**src/rtl/multicycle_control.sv**
```systemverilog
// Sequencing controller for the multi-cycle RV32I core: Moore FSM that steps one
// instruction through fetch/decode/execute/memory/writeback, plus ALU and immediate decoders.
module multicycle_control (
  input  logic       clk,
  input  logic       rst_n,
  input  logic [6:0] opcode,
  input  logic [2:0] funct3,
  input  logic       funct7_5,
  input  logic       zero,
  output logic       pc_write,
  output logic       adr_src,
  output logic       mem_write,
  output logic       ir_write,
  output logic [1:0] result_src,
  output logic [1:0] alu_src_a,
  output logic [1:0] alu_src_b,
  output logic [2:0] alu_control,
  output logic [1:0] imm_src,
  output logic       reg_write,
  output logic       instr_done,
  output logic       illegal,
  output logic [3:0] state
);

  typedef enum logic [3:0] {
    S_FETCH     = 4'd0,
    S_DECODE    = 4'd1,
    S_MEM_ADR   = 4'd2,
    S_MEM_READ  = 4'd3,
    S_MEM_WB    = 4'd4,
    S_MEM_WRITE = 4'd5,
    S_EXEC_R    = 4'd6,
    S_ALU_WB    = 4'd7,
    S_EXEC_I    = 4'd8,
    S_JAL       = 4'd9,
    S_BEQ       = 4'd10
  } state_t;

  localparam logic [6:0] OP_LW   = 7'b0000011;
  localparam logic [6:0] OP_SW   = 7'b0100011;
  localparam logic [6:0] OP_R    = 7'b0110011;
  localparam logic [6:0] OP_I    = 7'b0010011;
  localparam logic [6:0] OP_JAL  = 7'b1101111;
  localparam logic [6:0] OP_BEQ  = 7'b1100011;

  state_t     state_q, state_d;
  logic [1:0] alu_op;
  logic       pc_update, branch;
  logic       ir_write_raw, mem_write_raw, reg_write_raw, done_raw, illegal_raw;

  always_ff @(posedge clk or negedge rst_n) begin
    if (!rst_n) state_q <= S_FETCH;
    else        state_q <= state_d;
  end

  always_comb begin
    state_d       = S_FETCH;
    adr_src       = 1'b0;
    ir_write_raw  = 1'b0;
    mem_write_raw = 1'b0;
    reg_write_raw = 1'b0;
    done_raw      = 1'b0;
    illegal_raw   = 1'b0;
    result_src    = 2'b00;
    alu_src_a     = 2'b00;
    alu_src_b     = 2'b00;
    alu_op        = 2'b00;
    pc_update     = 1'b0;
    branch        = 1'b0;
    case (state_q)
      S_FETCH: begin
        state_d      = S_DECODE;
        ir_write_raw = 1'b1;
        alu_src_b    = 2'b10;
        result_src   = 2'b10;
        pc_update    = 1'b1;
      end
      S_DECODE: begin
        // Speculatively form old_pc + imm so branches/jumps find their target in alu_out.
        alu_src_a = 2'b01;
        alu_src_b = 2'b01;
        case (opcode)
          OP_LW, OP_SW: state_d = S_MEM_ADR;
          OP_R:         state_d = S_EXEC_R;
          OP_I:         state_d = S_EXEC_I;
          OP_JAL:       state_d = S_JAL;
          OP_BEQ:       state_d = S_BEQ;
          default: begin
            state_d     = S_FETCH;
            illegal_raw = 1'b1;
          end
        endcase
      end
      S_MEM_ADR: begin
        state_d   = (opcode == OP_LW) ? S_MEM_READ : S_MEM_WRITE;
        alu_src_a = 2'b10;
        alu_src_b = 2'b01;
      end
      S_MEM_READ: begin
        state_d = S_MEM_WB;
        adr_src = 1'b1;
      end
      S_MEM_WB: begin
        result_src    = 2'b01;
        reg_write_raw = 1'b1;
        done_raw      = 1'b1;
      end
      S_MEM_WRITE: begin
        adr_src       = 1'b1;
        mem_write_raw = 1'b1;
        done_raw      = 1'b1;
      end
      S_EXEC_R: begin
        state_d   = S_ALU_WB;
        alu_src_a = 2'b10;
        alu_op    = 2'b10;
      end
      S_EXEC_I: begin
        state_d   = S_ALU_WB;
        alu_src_a = 2'b10;
        alu_src_b = 2'b01;
        alu_op    = 2'b10;
      end
      S_ALU_WB: begin
        reg_write_raw = 1'b1;
        done_raw      = 1'b1;
      end
      S_JAL: begin
        // Writes old_pc + 4 as the link value while PC takes the target from alu_out.
        state_d   = S_ALU_WB;
        alu_src_a = 2'b01;
        alu_src_b = 2'b10;
        pc_update = 1'b1;
      end
      S_BEQ: begin
        alu_src_a = 2'b10;
        alu_op    = 2'b01;
        branch    = 1'b1;
        done_raw  = 1'b1;
      end
      default: state_d = S_FETCH;
    endcase
  end

  always_comb begin
    alu_control = 3'b000;
    case (alu_op)
      2'b01: alu_control = 3'b001;
      2'b10: begin
        case (funct3)
          3'b000:  alu_control = (opcode[5] & funct7_5) ? 3'b001 : 3'b000;
          3'b010:  alu_control = 3'b101;
          3'b110:  alu_control = 3'b011;
          3'b111:  alu_control = 3'b010;
          default: alu_control = 3'b000;
        endcase
      end
      default: alu_control = 3'b000;
    endcase
  end

  always_comb begin
    imm_src = 2'b00;
    case (opcode)
      OP_SW:   imm_src = 2'b01;
      OP_BEQ:  imm_src = 2'b10;
      OP_JAL:  imm_src = 2'b11;
      default: imm_src = 2'b00;
    endcase
  end

  // Strobes are gated with rst_n so nothing writes during or at the instant of reset.
  assign pc_write   = (pc_update | (branch & zero)) & rst_n;
  assign ir_write   = ir_write_raw  & rst_n;
  assign mem_write  = mem_write_raw & rst_n;
  assign reg_write  = reg_write_raw & rst_n;
  assign instr_done = done_raw      & rst_n;
  assign illegal    = illegal_raw   & rst_n;
  assign state      = state_q;

endmodule

```
**config.mk**
```make
export PLATFORM = sky130hd
export DESIGN_NAME = multicycle_control
export DESIGN_NICKNAME = d
export VERILOG_FILES = /design/src/rtl/multicycle_control.sv
export SDC_FILE = /design/constraint.sdc
export NUM_CORES = 1
export LEC_CHECK = 0
export ABC_AREA = 1
export CORE_ASPECT_RATIO = 1.25
export CORE_MARGIN = 1
export CORE_UTILIZATION = 25
export DETAILED_ROUTE_END_ITERATION = 10
export PLACE_DENSITY_LB_ADDON = 0.3
export SLEW_MARGIN = 10
export SYNTH_ARGS = -nofsm -noshare
export SYNTH_HDL_FRONTEND = slang
export SYNTH_SLANG_ARGS = --single-unit
```
**constraint.sdc**
```tcl
create_clock -name clk -period 2.4 [get_ports clk]
set_input_delay 0.48 -clock clk [delete_from_list [all_inputs] [get_ports clk]]
set_output_delay 0.48 -clock clk [all_outputs]
set_load 0.02 [all_outputs]
```
======== After elaboration in Yosys (flattened, before gate mapping) ========
Index checks and enable logic that the tools add are counted.
cells by class
  mux-type cells .......................... 20
  equal/unequal tests ..................... 21
  bitwise logic cells ..................... 9
  shift operators ......................... 0
  div/mod/pow operators ................... 0
  $lt $le $gt $ge ......................... 0
  $mul .................................... 0
  add/subtract/negate cells ............... 0
  reduce and logical (&&, ||, !) cells .... 13
operators by type and width
  operator            number
  $pmux 4 s5          2
  $eq 4x3->1 const B  4
  $pmux 2 s2          4
  $eq 7x6->1 const B  2
  $eq 7x7->1 const B  2
  $eq 4x4->1 const B  3
  $pmux 3 s4          1
  $reduce_or 2->1     6
  $mux 1              10
  $and 1x1->1         8
  $eq 4x2->1 const B  2
  $reduce_or 4->1     2
  $eq 7x2->1 const B  1
  $eq 7x5->1 const B  1
  $eq 3x3->1 const B  2
  $pmux 2 s3          1
  $pmux 3 s2          1
  $reduce_or 3->1     2
  $reduce_or 6->1     1
  $eq 4x1->1 const B  1
  $logic_not 4->1     1
  $eq 3x2->1 const B  1
  $logic_not 3->1     1
  $mux 3              1
  3 further kinds     3
word-level totals
  word-level logic and storage cells ...... 64
  register bits ........................... 4
  input bits .............................. 14
  memories kept ........................... 0
  ROM bits ................................ 0
  output and inout port bits .............. 22
  latch bits .............................. 0
  memory bits (writable) .................. 0

======== Depth between registers and ports, before layout ========
  word-level depth ........................ 5
  gate-level depth with buffers ........... 10
  gate-level depth less buffers ........... 10

======== Worst setup path after synthesis ========
No wires, ideal clock.
  path kind ............................... reg-to-output
  start ................................... register state_q[2] (netlist: state[2])
  end ..................................... output port alu_control[2]
  arrival ................................. 1.881 ns
  data required time ...................... 1.920 ns
  stages on the path, launching flop included .. 9
  setup slack ............................. 0.039 ns
  path buffers ............................ 0
  cells stage by stage .................... dfrtp_1 -> inv_2 -> nand2_2 -> nor2_2 -> inv_2 -> ha_1 -> nor2_1 -> nand2_1 -> nor3_1
on the way
  word-level cells in the longest chain between the ends .. 5
  elaborated cells between the ends (all ways) .. 8
  classes of those cells .................. eq/ne (5); mux (2); reduce/logical (1)
ends and longest elaborated chain
  what                                             line  text
  start: declaration                               46    state_t state_q, state_d;
  start signal: assignment                         53    else state_q <= state_d;
  $eq 4x4->1 / $eq 4x3->1 (equally long branches)  70    case (state_q)
  $reduce_or 2->1 (no source line)                 n/a
  $pmux 2 s2 (*)                                   70
  $eq 2x2->1 / $eq 2x1->1 (equally long branches)  147   case (alu_op)
  $pmux 3 s2 (*)                                   147
  end: declaration                                 17    output logic [2:0] alu_control,
Every way passes the cells marked *; elsewhere a longest branch is shown, timed or not.

======== Worst setup path after layout ========
  start ................................... input port rst_n
  end ..................................... output port reg_write
on the way
  word-level cells in the longest chain between the ends .. 1
ends and longest elaborated chain
  what                line  text
  start: declaration  5     input logic rst_n,
  $and 1x1->1         176   assign reg_write = reg_write_raw & rst_n;
  end: declaration    19    output logic reg_write,
No other way between the ends.

==> impl_metrics.yaml <==
detailed_routing:
  drt_pass1_iterations: 3
  totalWireLength_mm: 1.638
  vias: 845
  residual_drc_count: 0
  via_count_normalized_by_instance_count: 4.183
  routedWlPerCell_um: 8.109
  final_antenna_net_count: 0
  drt_iter0_drc: 7
final_layout:
  fillerInstances: 234
  layout.cells.most_common: "sky130_fd_sc_hd__nand2_1"
  largest_register_ffs: 4
  mostFrequentLayoutCells: "sky130_fd_sc_hd__nand2_1 (29), sky130_fd_sc_hd__buf_4 (27), sky130_fd_sc_hd__clkdlybuf4s50_1 (26)"
  finish.instance_area_um2: 1206
  antenna-diode-count: 0
  area_growth_pct: 100.4
  total_nets_final: 189
  final_core_utilization: 0.5398
  final_layout_size_suffix_gt1_frac: 0.3567
synth:
  synth.lib_cells_used.distinct: 21
  synth-seq-cells: 4
  postSynthCellCount: 107
  syn-cell-area_um2: 601.8
  seq_area_frac_synth: 0.1663
  syn-mean-instance-area_um2: 5.625
  synth-warning-count: 0
  synth_nets: 123
worst_setup_path:
  timing.critical_path.slowest_stage_cell: "sky130_fd_sc_hd__clkdlybuf4s50_1"
  rr_endpoint: "state[1]$_DFF_PN0_"
  crit_path_cell_trace: "clkdlybuf4s50_1, inv_1, nor3_1, clkdlybuf4s50_1"
  path_class: "primary input to primary output"
  critPathCaptureType: "primary output"
  ff2ff_setup_slack_ns: 1.22
  crit_path_start_kind: "primary input"
  critical_path.most_common_cell: "sky130_fd_sc_hd__clkdlybuf4s50_1"
  crit_path_max_fanout: 5
  crit_path_max_incr_delay_ns: 0.62
  worst_r2r_startpoint: "state[0]$_DFF_PN0_"
  reg2reg_depth: 6
  arrival_ns: 1.86
  required_ns: 1.92
sta:
  timing.final.setup_violations: 0
  timing.final.max_slew_violations: 0
  layout_worst_path_cycle_share: 0.9742
  post-route-worst-setup-slack_ns: 0.06200
  layout_min_cycle_time_ns: 2.338
  timing_worst_slew_pin_value_ns: 0.2586
  final_hold_viol_count: 0
  max_freq_ghz: 0.4277
  worst_clk_skew_ns: 0.001073
  setup-tns-final_ns: 0
  holdWs_ns: 0.5509
  rsz0062_at_grt: "no"
  worst_slew_margin_rel: 0.8261
floorplanning:
  fp.dieArea_um2: 2609
  placeable_core_region_um2: 2235
  die_height_um: 56.86
  num_rows: 19
  floorplan.die.width_um: 45.89
  initial_core_utilization: 0.2693
  io_pins: 36
global_route:
  grt_start_max_net_pins: 6
  track_usage: 0.1403
  gr-total-overflow: 0
  first_global_vias: 801
  wire_length_of_the_first_global_routing_pass_mm: 2.842
  grt_antenna_before_repair: 0
placed_design:
  placedInstanceArea_um2: 1186
  post_place_setup_slack_ns: -0.2122
  gpl.final_weighted_congestion: 0.8376
  placement.io_buffers: 35
  place.detailed.hpwl_mm: 1.525
clock_tree:
  cts_sinks: 4
  path_clk_slew_ns: 0.03
  insertion_delay_ns: 0.22
  clock_tree_from_tritoncts: "built"
  post_cts.repair.setup_buffers: 0
  clk_tree_root_cell: "sky130_fd_sc_hd__clkbuf_4"
  cts_inserted_buffers: 3
  htree_levels: 1
  cts.path.max_buffers: 2
worst_hold_path:
  min_path_type: "primary input to async pin"
flow_run:
  number_of_maximum_capacitance_violations: 0
pwr:
  vdd_ir_drop_max_mv: 0.3730
  leakagePower_nw: 0.6855
  power_density_over_the_cells_nw_per_um2: 575.1
run_status:
  status: "completed"
-- power breakdown --
| group | switching [mW] | internal [mW] | leakage (nW) |
|---|---|---|---|
| logic | 0.271 | 0.252 | 0.618 |
| clock network | 0.0223 | 0.0556 | 0.0138 |
| registers | 0.0127 | 0.0801 | 0.0535 |
-- cells by family after synthesis --
family | synth area share
AND/OR/NAND/NOR | 0.5821
adder cells (fa/ha/maj) | 0.04157
buffers and inverters | 0.1372
AO/OA/AOI/OAI | 0.07276
flip-flops | 0.1663
-- layout make-up --
class / instances / area, µm² / area share
clock buffer: 3 / 22.52 / 0.01867
inverter: 22 / 82.58 / 0.06846
multi-input combinational: 81 / 429.2 / 0.3558
sequential: 4 / 100.1 / 0.08299
tap: 31 / 38.79 / 0.03216
timing repair buffer: 61 / 533.0 / 0.4419
-- worst max-delay path, delay by kind of cell --
| family | cells | cell delay [ns] |
|---|---|---|
| buffers and inverters | 3 | 1.19 |
| and+or+nand+nor | 1 | 0.19 |
-- how the worst max path moves through the flow --
stage,cells past startpoint,to,slack (ns),startpoint
final,4,reg_write,0.06,rst_n
after global routing,7,mem_write,0.01,state[1]$_DFF_PN0_
after CTS,9,alu_control[1],0.004,state[0]$_DFF_PN0_
after detailed placement,6,imm_src[0],-0.21,opcode[5]
after global placement,6,imm_src[0],-0.15,opcode[5]
after floorplan,8,alu_control[2],0.04,state[2]$_DFF_PN0_
-- synth_stat cells --
library cell,n,share of area
sky130_fd_sc_hd__a21oi_1,1,0.0083
sky130_fd_sc_hd__a21oi_2,1,0.015
sky130_fd_sc_hd__dfrtp_1,4,0.17
sky130_fd_sc_hd__ha_1,2,0.042
sky130_fd_sc_hd__inv_1,13,0.081
sky130_fd_sc_hd__inv_2,9,0.056
sky130_fd_sc_hd__nand2_1,29,0.18
sky130_fd_sc_hd__nand2_2,8,0.083
sky130_fd_sc_hd__nand2_4,1,0.019
sky130_fd_sc_hd__nand3_1,7,0.058
sky130_fd_sc_hd__nand3_4,1,0.029
sky130_fd_sc_hd__nand4_1,1,0.010
sky130_fd_sc_hd__nor2_1,17,0.11
sky130_fd_sc_hd__nor2_2,4,0.042
sky130_fd_sc_hd__nor2_4,1,0.019
sky130_fd_sc_hd__nor3_1,3,0.025
sky130_fd_sc_hd__nor4_1,1,0.010
sky130_fd_sc_hd__o21ai_0,1,0.0083
sky130_fd_sc_hd__o21ai_2,1,0.015
sky130_fd_sc_hd__o221ai_1,1,0.015
sky130_fd_sc_hd__o31ai_1,1,0.012
-- metrics by stage --
stage	power [mW]	std cells
2_1_floorplan	0.3547	107
3_5_place_dp	0.6308	199
3_3_place_gp	0.6234	199
5_1_grt	0.7539	202
4_1_cts	0.7089	202
6_report	0.6937	202
-- metal layers --
metal	global-route usage	share of wire	vias to the layer above	wire length, µm
met5	0	0	-	0
met4	0.02521	0	0	0
met3	0.009646	0.027	0	45
met2	0.2777	0.59	18	964
met1	0.1507	0.38	370	628
li1	-	-	457	-
-- what timing repair did --
action                                 in CTS  in global routing
pin swaps                                   0                  1
hold buffers                                0                  0
gates resized for setup                    15                 10
setup endpoints to repair                   6                  8
endpoints found under the hold margin       0                  0
No activity file was read; power rests on OpenSTA's default activity.
